`config.mk`:
```
export PLATFORM = sky130hd
export DESIGN_NAME = mdu_hilo_flat
export DESIGN_NICKNAME = d
export VERILOG_FILES = /design/src/rtl/mdu_hilo_if.sv /design/src/rtl/mdu_hilo.sv /design/src/flat_wrapper.sv
export SDC_FILE = /design/constraint.sdc
export NUM_CORES = 1
export LEC_CHECK = 0
export ABC_AREA = 1
export CAP_MARGIN = 20
export CORE_MARGIN = 1.5
export CORE_UTILIZATION = 35
export DETAILED_ROUTE_END_ITERATION = 12
export GPL_TIMING_DRIVEN = 0
export PLACE_DENSITY_LB_ADDON = 0.05
export RECOVER_POWER = 100
export SKIP_LAST_GASP = 1
export SYNTH_ARGS = -nofsm -noshare
export SYNTH_HDL_FRONTEND = slang
export SYNTH_SLANG_ARGS = --single-unit
```
`constraint.sdc`:
```
create_clock -name clk -period 5.9 [get_ports clk]
set_clock_uncertainty 0.2 [all_clocks]
set_input_delay 0.59 -clock clk [delete_from_list [all_inputs] [get_ports clk]]
set_output_delay 0.59 -clock clk [all_outputs]
set_load 0.01 [all_outputs]
```
`src/rtl/mdu_hilo_if.sv`:
```
// mdu_hilo_if: operand/request and HI/LO result bundle between the execute stage and the multiply/divide unit.
interface mdu_hilo_if;
    logic        start;
    logic [2:0]  op;
    logic [31:0] a;
    logic [31:0] b;
    logic        busy;
    logic        done;
    logic [31:0] hi;
    logic [31:0] lo;
    modport master (output start, op, a, b, input busy, done, hi, lo);
    modport slave  (input start, op, a, b, output busy, done, hi, lo);
endinterface

```
`src/rtl/mdu_hilo.sv`:
```
// mdu_hilo: iterative 32-bit multiply/divide unit holding the HI/LO registers.
// Define MDU_FAST_MUL_EN to replace the 32-cycle shift-add multiply with a single-cycle product.
module mdu_hilo (
    input logic       clk,
    input logic       rst,
    mdu_hilo_if.slave bus
);
    typedef enum logic [1:0] {IDLE, CALC, FIX} state_e;
    state_e      state_q, state_d;
    logic [4:0]  cnt_q, cnt_d;
    logic [63:0] acc_q, acc_d;
    logic [31:0] opd_q, opd_d, hi_q, hi_d, lo_q, lo_d;
    logic        div_q, div_d, neg_q, neg_d, rneg_q, rneg_d, dz_q, dz_d, done_q, done_d;
    logic        go, fast, sgn, ge;
    logic [31:0] abs_a, abs_b, rem;
    logic [32:0] sh, msum;
    assign sgn   = !bus.op[0];
    assign go    = bus.start && state_q == IDLE && !bus.op[2];
    assign abs_a = (sgn && bus.a[31]) ? -bus.a : bus.a;
    assign abs_b = (sgn && bus.b[31]) ? -bus.b : bus.b;
`ifdef MDU_FAST_MUL_EN
    assign fast = !bus.op[1];
`else
    assign fast = 1'b0;
`endif
    // acc holds {remainder, quotient} for divide and {partial product, multiplier} for multiply
    assign sh   = acc_q[63:31];
    assign ge   = sh >= {1'b0, opd_q};
    assign rem  = sh[31:0] - opd_q;
    assign msum = {1'b0, acc_q[63:32]} + {1'b0, acc_q[0] ? opd_q : 32'd0};
    always_ff @(posedge clk or posedge rst) begin
        if (rst) state_q <= IDLE;
        else     state_q <= state_d;
    end
    always_comb begin
        state_d = state_q == IDLE ? (go ? (fast ? FIX : CALC) : IDLE)
                : state_q == CALC ? (cnt_q == 5'd31 ? FIX : CALC)
                : IDLE;
    end
    always_comb begin
        bus.busy = state_q != IDLE;
        bus.done = done_q;
        bus.hi   = hi_q;
        bus.lo   = lo_q;
    end
    always_comb begin
        cnt_d  = cnt_q;
        acc_d  = acc_q;
        opd_d  = opd_q;
        div_d  = div_q;
        neg_d  = neg_q;
        rneg_d = rneg_q;
        dz_d   = dz_q;
        hi_d   = hi_q;
        lo_d   = lo_q;
        done_d = 1'b0;
        if (go) begin
            cnt_d  = 5'd0;
            div_d  = bus.op[1];
            opd_d  = bus.op[1] ? abs_b : abs_a;
            acc_d  = fast ? {32'd0, abs_a} * {32'd0, abs_b} : {32'd0, bus.op[1] ? abs_a : abs_b};
            neg_d  = sgn && (bus.a[31] ^ bus.b[31]);
            rneg_d = sgn && bus.a[31];
            dz_d   = bus.b == 32'd0;
        end else if (bus.start && state_q == IDLE && bus.op[2:1] == 2'b10) begin
            hi_d = bus.op[0] ? hi_q : bus.a;
            lo_d = bus.op[0] ? bus.a : lo_q;
        end else if (state_q == CALC) begin
            cnt_d = cnt_q + 5'd1;
            acc_d = div_q ? {ge ? rem : sh[31:0], acc_q[30:0], ge} : {msum, acc_q[31:1]};
        end else if (state_q == FIX) begin
            done_d = 1'b1;
            // divide-by-zero keeps the all-ones quotient regardless of operand signs
            lo_d = div_q ? ((neg_q && !dz_q) ? -acc_q[31:0] : acc_q[31:0])
                         : (neg_q ? lo_of(-acc_q) : acc_q[31:0]);
            hi_d = div_q ? (rneg_q ? -acc_q[63:32] : acc_q[63:32])
                         : (neg_q ? hi_of(-acc_q) : acc_q[63:32]);
        end
    end
    function automatic logic [31:0] lo_of(input logic [63:0] v);
        return v[31:0];
    endfunction
    function automatic logic [31:0] hi_of(input logic [63:0] v);
        return v[63:32];
    endfunction
    always_ff @(posedge clk or posedge rst) begin
        if (rst) begin
            cnt_q  <= 5'd0;
            acc_q  <= 64'd0;
            opd_q  <= 32'd0;
            div_q  <= 1'b0;
            neg_q  <= 1'b0;
            rneg_q <= 1'b0;
            dz_q   <= 1'b0;
            hi_q   <= 32'd0;
            lo_q   <= 32'd0;
            done_q <= 1'b0;
        end else begin
            cnt_q  <= cnt_d;
            acc_q  <= acc_d;
            opd_q  <= opd_d;
            div_q  <= div_d;
            neg_q  <= neg_d;
            rneg_q <= rneg_d;
            dz_q   <= dz_d;
            hi_q   <= hi_d;
            lo_q   <= lo_d;
            done_q <= done_d;
        end
    end
endmodule

```
`src/flat_wrapper.sv`:
```
// flat-port wrapper written by rule: the top's interface ports become plain ports
module mdu_hilo_flat 
  (clk, rst, bus_start, bus_op, bus_a, bus_b, bus_busy, bus_done, bus_hi, bus_lo);
  mdu_hilo_if bus_i ();
  input logic clk;
  input logic rst;
  input wire logic [$bits(bus_i.start)-1:0] bus_start;
  input wire logic [$bits(bus_i.op)-1:0] bus_op;
  input wire logic [$bits(bus_i.a)-1:0] bus_a;
  input wire logic [$bits(bus_i.b)-1:0] bus_b;
  output wire logic [$bits(bus_i.busy)-1:0] bus_busy;
  output wire logic [$bits(bus_i.done)-1:0] bus_done;
  output wire logic [$bits(bus_i.hi)-1:0] bus_hi;
  output wire logic [$bits(bus_i.lo)-1:0] bus_lo;
  assign bus_i.start = bus_start;
  assign bus_i.op = bus_op;
  assign bus_i.a = bus_a;
  assign bus_i.b = bus_b;
  assign bus_busy = bus_i.busy;
  assign bus_done = bus_i.done;
  assign bus_hi = bus_i.hi;
  assign bus_lo = bus_i.lo;
  mdu_hilo u_core (.clk(clk), .rst(rst), .bus(bus_i));
endmodule
```
==> qor.csv <==
stage,metric,value,unit
layout,Nets,3517,
floorplanning,IO Pins,136,
setup_path,"most used cell, CP",nand2_1,
yosys,mean post-synth cell area,5.79,µm²
outcome,run status,finished with violations,
place,hpwl dp,86.0,mm
cts,root buf cell,clkbuf_16,
setup_path,crit end category,flop,
grt,first-pass GRT wire length,145,mm
cts,clock latency on the worst-skew pair,0.50,ns
setup_path,Slowest cell on crit path,clkbuf_1,
layout,number of fill cells,5947,
pwr,Worst VDD drop,0.307,mV
cts,clock tree from TritonCTS,done,
yosys,ys flop type,dfrtp_1,
setup_path,Top delay family on crit path,buffers and inverters,
detailed_routing,Initial DRC Count,3055,
yosys,syn_nets,3361,
setup_path,Slowest Stage Delay on Critical Path,0.64,ns
detailed_routing,Via Count,23026,
layout,layout cells sized above 1,2.98,%
cts,H-tree levels,4,
sta,Fin. Hold Viols,0,
place,dpl cells,4043,
layout,Area Growth Syn to Fin,14.8,%
cts,CTS Buffer Depth,2,
cts,CTS Buf Count,17,
yosys,"FF+latch count, synth",172,
setup_path,CP required,6.10,ns
grt,grt ovf,0,
detailed_routing,Avg WL per Cell,25.3,µm
sta,WHS,0.285,ns
cts,clock slew at reported path FFs,0.08,ns
grt,pin count of the biggest net entering global routing,91,
setup_path,startpoint class of the critical path,flop,
place,# port buffers,135,
yosys,Post-synth EDFFs,0,
sta,RSZ-0062 raised after global routing,false,
sta,Slew HR,-49.0,%
yosys,synth warn,0,
outcome,violated checks,"max-capacitance violations, max-slew violations",
pwr,LEAKAGE,10.8,nW
cts,CTS sink cnt,172,
yosys,"FFs w/ async S/R, synth",100,%
pwr,overall power,15.2,mW
floorplanning,die footprint,54600,µm²
run,max-cap violations,1,
pwr,cell area power density,713,nW/µm²
floorplanning,Starting Density,35.5,%
sta,fin. max-slew vios,84,
hold_path,Hold Crit Class,reg2reg,
yosys,sequential cell area fraction in the yosys report,23.1,%
sta,Worst-Margin Slew,2.24,ns
sta,Tcrit/Tclk final,73.3,%
yosys,area fraction of the dominant cell type after synthesis,23.1,%
detailed_routing,drt via density,5.65,
sta,Peak Freq,0.231,GHz
floorplanning,Die Width,234,µm
sta,Final min period,4.33,ns
yosys,Unique masters post-synth,56,
detailed_routing,Routed Antenna Nets,0,
floorplanning,Core Area,52600,µm²
setup_path,Max Fanout on Critical Path,10,
grt,initial antenna violation count,1,
yosys,"area leader, netlist",dfrtp_1,
setup_path,WP buf/inv,5,
sta,Final Setup Violations,0,
setup_path,crit-path cells,"clkbuf_1, clkbuf_1, nand2_1, inv_1, ha_1, inv_1, fa_1, inv_1, nand2_1, o21ai_0, nand2_1, nand3_1, nand2_1, nand3_1, nand2_1, nor2_1, nor2_1, nand2_1, nand2_1",
setup_path,worst path arrival time,4.53,ns
layout,Post-Layout Cell Count,4076,
grt,vias in the first global route,21197,
floorplanning,Die Span Y,234,µm
cts,cts hold-fix bufs,0,
yosys,synth top area cells,"dfrtp_1, nand2_1, inv_1",
detailed_routing,Pre-antenna DRT Iters,8,
detailed_routing,Remaining DRCs,0,
place,GP Congestion,1.06,
grt,GRT Overall Usage,37.5,%
yosys,Syn Std Cell Area,18600,µm²
detailed_routing,Post-Route WL,103,mm
floorplanning,FP Rows,84,
cts,Post CTS Setup Buffer Count,0,
cts,post-cts repair resize count,0,
layout,Antenna diodes,0,
yosys,cells after synthesis,3219,
setup_path,Setup CP Type,reg2reg,
-- cell families (layout without fill, tap and decap cells) --
logic type               count (synthesis)  in the layout  synth area share (%)
adder cells (fa/ha/maj)                 72             72                  4.92
flip-flops                             172            172                  23.1
buffers and inverters                  568            737                  11.9
XOR/XNOR                                83             83                  3.90
AO/OA/AOI/OAI                          458            458                  14.0
AND/OR/NAND/NOR                       1866           1866                  42.2
-- path summary, 6_finish.rpt --
path	startpoint	to	slack, ns	cells past startpoint
max in group asynchronous	rst	u_core.opd_q[30]	2.38	3
min reg2reg	u_core.state_q[0]	u_core.bus.done	0.28	1
max	u_core.acc_q[0]	u_core.acc_q[59]	1.57	19
max reg2reg	u_core.acc_q[0]	u_core.acc_q[59]	1.57	19
min in group asynchronous	rst	u_core.bus.lo[4]	0.47	2
min	u_core.state_q[0]	u_core.bus.done	0.28	1
-- per-stage QoR --
step / area, µm² / worst slack [ns] / setup TNS [ns] / utilization (%)
after global routing: 21400 / 1.35 / 0 / 40.7
after detailed placement: 20900 / 2.16 / 0 / 39.7
after floorplan: 18600 / 0.450 / 0 / -
final: 21400 / 1.57 / 0 / 40.7
after global placement: 20800 / -2.39 / -405.54 / 39.7
after CTS: 21500 / 2.15 / 0 / 40.8
-- synthesized netlist by cell type, types with 4 or more instances --
| library cell | instances |
|---|---|
| o221ai_1 | 13 |
| nor3_1 | 37 |
| o211ai_1 | 41 |
| o21bai_1 | 11 |
| clkbuf_1 | 51 |
| buf_1 | 13 |
| nand2_2 | 8 |
| nand2_1 | 986 |
| buf_6 | 4 |
| and3_1 | 4 |
| inv_2 | 11 |
| inv_1 | 454 |
| nor2_1 | 418 |
| clkinv_1 | 4 |
| o21ai_1 | 13 |
| a31oi_1 | 14 |
| o21ai_0 | 163 |
| and2_1 | 7 |
| nand3b_1 | 31 |
| buf_2 | 26 |
| nand3_1 | 288 |
| a221oi_1 | 5 |
| nor4_1 | 8 |
| xor2_1 | 82 |
| a22oi_1 | 6 |
| a21oi_1 | 170 |
| ha_1 | 70 |
| dfrtp_1 | 172 |
| nand4_1 | 45 |
| nor2_2 | 18 |
-- final cells by class --
type / instances / area (µm²) / share of cell area (%)
well taps: 688 / 861 / 4.02
repair buffers: 137 / 1360 / 6.36
inverters: 469 / 1770 / 8.27
flip-flops and latches: 172 / 4300 / 20.1
clock buffers: 18 / 439 / 2.05
clock inverters: 14 / 145 / 0.679
plain buffers: 99 / 440 / 2.06
multi-input cells: 2479 / 12100 / 56.4
-- layout by cell type, fill, tap and decap left out, types with 8 or more instances in the layout --
cell type	n
o21ai_1	11
nor4_1	8
o21ai_0	166
nor3_1	37
nand4_1	45
a31oi_1	14
xor2_1	82
buf_1	9
clkbuf_16	17
inv_1	457
nor2_2	14
clkdlybuf4s50_1	64
ha_1	70
clkbuf_1	69
nand3_1	288
nand3b_1	31
dfrtp_1	172
a21oi_1	171
o221ai_1	13
nor2_1	422
o21bai_1	11
dlygate4sd3_1	71
nand2_1	988
buf_2	15
o211ai_1	41
-- report_power, final --
group / switching [mW] / leakage (nW) / total [mW] / internal [mW]
logic: 7.75 / 8.49 / 11.1 / 3.38
registers: 1.13 / 2.04 / 2.92 / 1.79
clock network: 0.618 / 0.282 / 1.19 / 0.575
total: 9.50 / 10.8 / 15.2 / 5.74
-- per-layer routing --
layer | part of all wire [%] | wire [µm] | vias up | GRT usage [%]
met5 | 0 | 0 | - | 0
met4 | 3.4 | 3490 | 0 | 13.0
met1 | 45 | 46300 | 11005 | 54.7
li1 | - | - | 10629 | -
met3 | 12 | 12200 | 152 | 9.77
met2 | 40 | 41200 | 1240 | 52.5
-- flip-flops by register name (all words and copies together) (netlist names) --
register         flops
u_core.acc_q        64
u_core.bus.done      1
u_core.bus.hi       32
u_core.bus.lo       32
u_core.cnt_q         5
u_core.div_q         1
u_core.dz_q          1
u_core.neg_q         1
u_core.opd_q        32
u_core.rneg_q        1
u_core.state_q       2
(Power assumes the default switching activity.)
